`src/rtl/uart_receiver.sv`:
```
// rtl/uart_receiver.sv - 8N1 UART receiver with 16x oversampling and byte strobe
//
// Purpose: samples the asynchronous UART_RX line, finds each bit centre from a
// falling start edge, assembles LSB-first bytes and strobes each good byte out.
// Optional feature macro: UART_RX_PARITY_EN (8E1 framing with even-parity check).
//
// Ports:
//   sysclk     in   system clock, rising edge
//   reset      in   asynchronous active-high reset
//   UART_RX    in   serial line, idle high, asynchronous to sysclk
//   RX_DATA    out  [7:0] last correctly framed byte (held until next good byte)
//   RX_STATUS  out  one-cycle pulse when RX_DATA is updated
//   RX_BUSY    out  high while a frame is in progress
//   RX_ERR     out  one-cycle pulse on framing (or parity) error
module uart_receiver #(
   parameter int CLKS_PER_TICK = 651,
   parameter int TICKS_PER_BIT = 16
) (
   input  logic       sysclk,
   input  logic       reset,
   input  logic       UART_RX,
   output logic [7:0] RX_DATA,
   output logic       RX_STATUS,
   output logic       RX_BUSY,
   output logic       RX_ERR
);

   localparam int DW   = $clog2(CLKS_PER_TICK);
   localparam int TW   = $clog2(TICKS_PER_BIT);
   localparam int HALF = TICKS_PER_BIT / 2;

`ifdef UART_RX_PARITY_EN
   typedef enum logic [2:0] {S_IDLE, S_START, S_DATA, S_PARITY, S_STOP} state_t;
`else
   typedef enum logic [2:0] {S_IDLE, S_START, S_DATA, S_STOP} state_t;
`endif

   state_t         state_q, state_d;
   logic           sync1_q, sync1_d;
   logic           rx_s_q, rx_s_d;
   logic           rx_prev_q, rx_prev_d;
   logic [DW-1:0]  div_q, div_d;
   logic [TW-1:0]  tick_cnt_q, tick_cnt_d;
   logic [3:0]     bit_cnt_q, bit_cnt_d;
   logic [7:0]     shift_q, shift_d;
   logic [7:0]     data_q, data_d;
   logic           status_q, status_d;
   logic           err_q, err_d;
   logic           busy_q, busy_d;
`ifdef UART_RX_PARITY_EN
   logic           par_q, par_d;
`endif
   logic           tick;
   logic           bit_end;
   logic           frame_ok;

   // Divider is held at 0 in IDLE, so the tick phase is locked to the start edge.
   assign tick    = (div_q == DW'(CLKS_PER_TICK - 1));
   assign bit_end = tick && (tick_cnt_q == TW'(TICKS_PER_BIT - 1));

`ifdef UART_RX_PARITY_EN
   assign frame_ok = rx_s_q && !(^{shift_q, par_q});
`else
   assign frame_ok = rx_s_q;
`endif

   always_comb begin
      state_d    = state_q;
      sync1_d    = UART_RX;
      rx_s_d     = sync1_q;
      rx_prev_d  = rx_s_q;
      div_d      = (state_q == S_IDLE || tick) ? '0 : div_q + 1'b1;
      tick_cnt_d = tick_cnt_q;
      bit_cnt_d  = bit_cnt_q;
      shift_d    = shift_q;
      data_d     = data_q;
      status_d   = 1'b0;
      err_d      = 1'b0;
`ifdef UART_RX_PARITY_EN
      par_d      = par_q;
`endif
      if (tick) begin
         tick_cnt_d = tick_cnt_q + 1'b1;
      end

      case (state_q)
         S_IDLE: begin
            if (rx_prev_q && !rx_s_q) begin
               state_d    = S_START;
               tick_cnt_d = '0;
               bit_cnt_d  = '0;
            end
         end
         S_START: begin
            // Mid start bit: a high line here means the edge was a glitch.
            if (tick && tick_cnt_q == TW'(HALF - 1)) begin
               tick_cnt_d = '0;
               state_d    = rx_s_q ? S_IDLE : S_DATA;
            end
         end
         S_DATA: begin
            if (bit_end) begin
               tick_cnt_d = '0;
               shift_d    = {rx_s_q, shift_q[7:1]};
               bit_cnt_d  = bit_cnt_q + 1'b1;
               if (bit_cnt_q == 4'd7) begin
`ifdef UART_RX_PARITY_EN
                  state_d = S_PARITY;
`else
                  state_d = S_STOP;
`endif
               end
            end
         end
`ifdef UART_RX_PARITY_EN
         S_PARITY: begin
            if (bit_end) begin
               tick_cnt_d = '0;
               par_d      = rx_s_q;
               state_d    = S_STOP;
            end
         end
`endif
         S_STOP: begin
            if (bit_end) begin
               tick_cnt_d = '0;
               state_d    = S_IDLE;
               if (frame_ok) begin
                  data_d   = shift_q;
                  status_d = 1'b1;
               end else begin
                  err_d = 1'b1;
               end
            end
         end
         default: state_d = S_IDLE;
      endcase

      busy_d = (state_d != S_IDLE);
   end

   always_ff @(posedge sysclk or posedge reset) begin
      if (reset) begin
         state_q    <= S_IDLE;
         sync1_q    <= 1'b1;
         rx_s_q     <= 1'b1;
         rx_prev_q  <= 1'b1;
         div_q      <= '0;
         tick_cnt_q <= '0;
         bit_cnt_q  <= '0;
         shift_q    <= '0;
         data_q     <= '0;
         status_q   <= 1'b0;
         err_q      <= 1'b0;
         busy_q     <= 1'b0;
`ifdef UART_RX_PARITY_EN
         par_q      <= 1'b0;
`endif
      end else begin
         state_q    <= state_d;
         sync1_q    <= sync1_d;
         rx_s_q     <= rx_s_d;
         rx_prev_q  <= rx_prev_d;
         div_q      <= div_d;
         tick_cnt_q <= tick_cnt_d;
         bit_cnt_q  <= bit_cnt_d;
         shift_q    <= shift_d;
         data_q     <= data_d;
         status_q   <= status_d;
         err_q      <= err_d;
         busy_q     <= busy_d;
`ifdef UART_RX_PARITY_EN
         par_q      <= par_d;
`endif
      end
   end

   assign RX_DATA   = data_q;
   assign RX_STATUS = status_q;
   assign RX_ERR    = err_q;
   assign RX_BUSY   = busy_q;

endmodule

```
`config.mk`:
```
export PLATFORM = sky130hd
export DESIGN_NAME = uart_receiver
export DESIGN_NICKNAME = d
export VERILOG_FILES = /design/src/rtl/uart_receiver.sv
export SDC_FILE = /design/constraint.sdc
export NUM_CORES = 1
export LEC_CHECK = 0
export BUFFER_PORTS_ARGS = -buffer_cell sky130_fd_sc_hd__buf_2
export CELL_PAD_IN_SITES_DETAIL_PLACEMENT = 2
export CELL_PAD_IN_SITES_GLOBAL_PLACEMENT = 2
export CORE_ASPECT_RATIO = 0.8
export CORE_UTILIZATION = 41
export CTS_BUF_LIST = sky130_fd_sc_hd__clkbuf_16
export DETAILED_ROUTE_END_ITERATION = 16
export GPL_TIMING_DRIVEN = 0
export PLACE_DENSITY = 0.74
export SLEW_MARGIN = 5
export SYNTH_ARGS = -nofsm -noshare
export SYNTH_HDL_FRONTEND = slang
export SYNTH_SLANG_ARGS = --single-unit
```
`constraint.sdc`:
```
create_clock -name sysclk -period 2.45 [get_ports sysclk]
set_clock_uncertainty 0.05 [all_clocks]
set_input_delay 0.49 -clock sysclk [delete_from_list [all_inputs] [get_ports sysclk]]
set_output_delay 0.49 -clock sysclk [all_outputs]
set_load 0.03 [all_outputs]
```
======== Word level (Yosys, flattened, before mapping) ========
Index checks and enable logic that the tools add are counted.
word-level totals
  flip-flop bits (word level) ............. 43
  input bits .............................. 3
operators by class
  eq/ne operators ......................... 9
  reductions and logical operators ........ 12
  add/sub/neg operators ................... 3
  multiplexer cells ....................... 22
operators by type and width
  kind                                                                    count
  4-bit 2-to-1 mux                                                        6
  3-bit 2-to-1 mux                                                        5
  3-bit one-hot mux with 4 select lines                                   1
  4-bit one-hot mux with 3 select lines                                   1
  10-bit by 1-bit adder with 10-bit output (second input constant)        1
  10-bit equality test (second input constant)                            1
  10-bit 2-to-1 mux                                                       1
  4-bit by 1-bit adder with 4-bit output (second input constant)          2
  4-bit by 3-bit equality test with 1-bit output (second input constant)  2
  4-bit one-hot mux with 2 select lines                                   1
  3-bit by 2-bit equality test with 1-bit output (second input constant)  2
  1-bit 2-to-1 mux                                                        6
  3-bit AND reduction                                                     2
  4-bit equality test (second input constant)                             1
  3-bit by 1-bit equality test with 1-bit output (second input constant)  1
  1-bit logical AND                                                       3
  3-bit zero test                                                         1
  3-bit nonzero test                                                      1
  2-bit 2-to-1 mux                                                        1
  2-bit by 1-bit != test with 1-bit output (second input constant)        1
  2-bit != test (second input constant)                                   1
  2-bit AND reduction                                                     1
  2-bit nonzero test                                                      1
  2-bit OR reduction                                                      1
  other kinds (2)                                                         2

======== Depth between registers and ports, before layout ========
  depth after elaboration ................. 5
  depth in mapped cells ................... 8

======== Least setup slack after synthesis ========
Ideal clock, no wire load.
  kind .................................... register to register
  start point ............................. reg div_q[0]
  end point ............................... reg data_q[0] (netlist: RX_DATA[0])
  cell stages (with the launch flop) ...... 8
  setup time .............................. 125 ps
  arrival ................................. 1776 ps
  path slack .............................. 500 ps
  required time ........................... 2275 ps
  clock period less this slack ............ 1950 ps
  cells stage by stage .................... dfrtp_1 > inv_1 > ha_1 > nand4bb_4 > nor4_4 > and4_1 > buf_4 > mux2_2
on the way
  longest elaborated chain between the ends .. 3
RTL lines
  element                               RTL line  text
  start: declaration                    42        logic [DW-1:0] div_q, div_d;
  start signal: assignment              164       div_q <= div_d;
  10-bit equality test                  58        assign tick = (div_q == DW'(CLKS_PER_TICK - 1));
  1-bit logical AND                     59        assign bit_end = tick && (tick_cnt_q == TW'(TICKS_PER_BIT - 1));
  3-bit AND reduction (no source line)  --
  end signal: assignment                168       data_q <= data_d;
  end: declaration                      46        logic [7:0] data_q, data_d;
Every way passes these cells.
A chain may end at the register's enable or synchronous reset.

======== Worst setup path after layout ========
  start point ............................. reg div_q[0]
  end point ............................... reg data_q[3] (netlist: RX_DATA[3])
Same word-level chain as after synthesis.

==> metrics.md <==
| Metric | Value |
|---|---|
| Status | `completed` |
| Std-Cell Rows | `22` |
| Initial DRC count | `11` |
| Critical Path RT | `2.57 ns` |
| Htree depth | `2` |
| Mapped Area | `1970 um^2` |
| Final Non-Filler Cells | `241` |
| Diodes inserted | `0` |
| Leak pwr | `1.13 nW` |
| Slew Limit Fails | `0` |
| Share of synthesized registers carrying an async set or reset | `100%` |
| Reg2reg path depth | `7` |
| Clock sinks | `43` |
| Post-synth EDFFs | `0` |
| Overflow after GRT | `0` |
| Die Wd | `79.6 um` |
| Crit Reg-Reg Startpoint | `div_q[0]` |
| Final Hold Vio Count | `0` |
| Vias | `1243` |
| Vias in the first global route | `1457` |
| Final HPWL DP | `2940 um` |
| Crit path arrival time | `2.39 ns` |
| Total Power | `1.58 mW` |
| F_max | `0.439 GHz` |
| 1st-pass router iterations | `4` |
| Setup violators final | `0` |
| GP Congestion | `0.743` |
| Post-synthesis cell type count | `40` |
| Reg clk slew, reported paths | `0.06 ns` |
| NumNets Final | `187` |
| Avg WL per Cell | `17.3 um` |
| Worst hold-check path type | `in -> async` |
| Ys Warns | `0` |
| Startpoint types | `flop` |
| Final worst-path cycle share | `92.9%` |
| Yosys reg bits | `43` |
| TritonCTS clock tree | `yes` |
| Most common cell after layout, fill and taps aside | `dfrtp_1` |
| Vias per std cell | `5.16` |
| Setup crit end kind | `flop` |
| Crit Path Max Fanout | `9` |
| CTS Root Cell | `clkbuf_16` |
| Worst-Skew Late Latency | `0.28 ns` |
| Clock period minus worst slack | `2.28 ns` |
| Placed Instances | `233` |
| Clk buf depth | `2` |
| Seq/Total Area, Yosys | `54.7%` |
| Share of post-route cells with drive strength above 1 | `30.9%` |
| Core area | `4600 um^2` |
| Die area | `5100 um^2` |
| Kind of critical path | `reg -> reg` |
| Io pins | `14` |
| Setup tns final | `0 ns` |
| Most frequent cells in the layout | `40 x dfrtp_1, 21 x nor2_1, 13 x buf_2, 11 x mux2_2` |
| Max-Cap Viols | `0` |
| First-pass GRT wire length | `7360 um` |
| Residual DRC | `0` |
| RSZ-0062 raised after global routing | `false` |
| Starting Density | `42.9%` |
| Post-cts hold buffer count | `0` |
| GRT Util Overall | `19.6%` |
| Final wirelength | `4170 um` |
| Pwr/cell area | `687 nW/um^2` |
| Worst R2R Setup Slack | `0.17 ns` |
| Syn Area/Cell | `12.4 um^2` |
| Area grow syn2layout | `16.8%` |
| Setup Buffers After CTS | `0` |
| Fillers | `465` |
| Post-synth top flop | `dfrtp_1` |
| Worst reg2reg endpoint | `RX_DATA[3]` |
| Post-CTS Resized | `0` |
| Die H | `64.1 um` |
| Largest net degree at the start of global routing | `35` |
| Initial antenna violation count | `0` |
| Maximum VDD drop | `0.331 mV` |
| Num CTS Buffers | `5` |
| DRT antenna net count | `0` |
| Syn Nets | `166` |
| Gate Count Post-Synth | `159` |
| PortBufs | `13` |
-- per-layer routing --
metal / up-vias / global-route usage, % / share of wire (%)
li1: 589 / - / -
met1: 634 / 26.1 / 47
met2: 13 / 31.1 / 49
met3: 7 / 3.86 / 2.3
met4: 0 / 8.18 / 1.7
met5: - / 0 / 0
-- report_power, final --
| group | total, mW | leakage, nW | internal, mW | switching (mW) |
|---|---|---|---|---|
| sequential | 0.752 | 0.583 | 0.729 | 0.0230 |
| clock | 0.758 | 0.0804 | 0.484 | 0.274 |
| combinational | 0.0728 | 0.468 | 0.0285 | 0.0443 |
-- worst max path at each step --
stage / start / to
2_1_floorplan: div_q[0] / RX_DATA[0]
3_3_place_gp: div_q[0] / RX_DATA[3]
3_5_place_dp: div_q[0] / RX_DATA[3]
4_1_cts: div_q[0] / RX_DATA[0]
5_1_grt: div_q[0] / RX_DATA[3]
6_report: div_q[0] / RX_DATA[3]
-- state kept, by name, summed over array words and instances, names as in the netlist --
signal / count
frame_ok: 1
tick_cnt_q: 4
rx_prev_q: 1
rx_s_d: 1
RX_ERR: 1
shift_q: 8
state_q: 3
RX_STATUS: 1
div_q: 10
RX_BUSY: 1
bit_cnt_q: 4
RX_DATA: 8
-- metrics by stage --
stage,area (um^2),hold WS [ns],util (%),worst slack (ns)
floorplan,1970,0.295,-,0.500
global placement,2110,0.298,46.0,0.272
detailed placement,2130,0.304,46.4,0.198
CTS,2300,0.0834,50.1,0.126
global route,2300,0.0900,50.1,0.00927
finish,2300,0.0817,50.1,0.174
-- synthesized netlist by cell type (3+ instances only) --
master	instances	share of area, %
mux2_2	11	6.3
dfrtp_1	40	51
ha_1	4	2.5
inv_1	5	0.95
nor2_1	21	4.0
nand2_1	9	1.7
nand3_1	9	2.3
xnor2_1	6	2.7
mux2_4	6	4.6
xor2_1	6	2.7
o21ai_0	4	1.0
dfstp_2	3	4.0
-- final cells by class --
cell class / count / area, um^2 / area share, %
Multi-Input combinational cell: 108 / 852 / 37.0
Buffer: 3 / 22.5 / 0.977
Tap cell: 60 / 75.1 / 3.26
Sequential cell: 43 / 1080 / 46.9
Clock inverter: 3 / 46.3 / 2.01
Inverter: 5 / 18.8 / 0.814
Clock buffer: 5 / 125 / 5.43
Timing Repair Buffer: 14 / 85.1 / 3.69
-- critical path: stages (launching register included) --
cell,delay [ns]
dfrtp_1,0.44
inv_1,0.08
ha_1,0.22
nand4bb_4,0.16
nor4_4,0.43
and4_1,0.25
buf_4,0.18
mux2_2,0.35
-- cell families (layout without fill, tap and decap cells) --
group | Yosys count | count (layout) | share of synthesized area, %
other | 1 | 1 | 0.190
adders and majority gates | 4 | 4 | 2.54
xor gates and xnor gates | 12 | 12 | 5.33
DFF | 43 | 43 | 54.7
muxes | 18 | 18 | 11.4
buffers and inverters | 8 | 30 | 2.09
AOI/OAI and AO/OA | 11 | 11 | 3.68
and+or+nand+nor | 62 | 62 | 20.1
(Power assumes the default switching activity.)
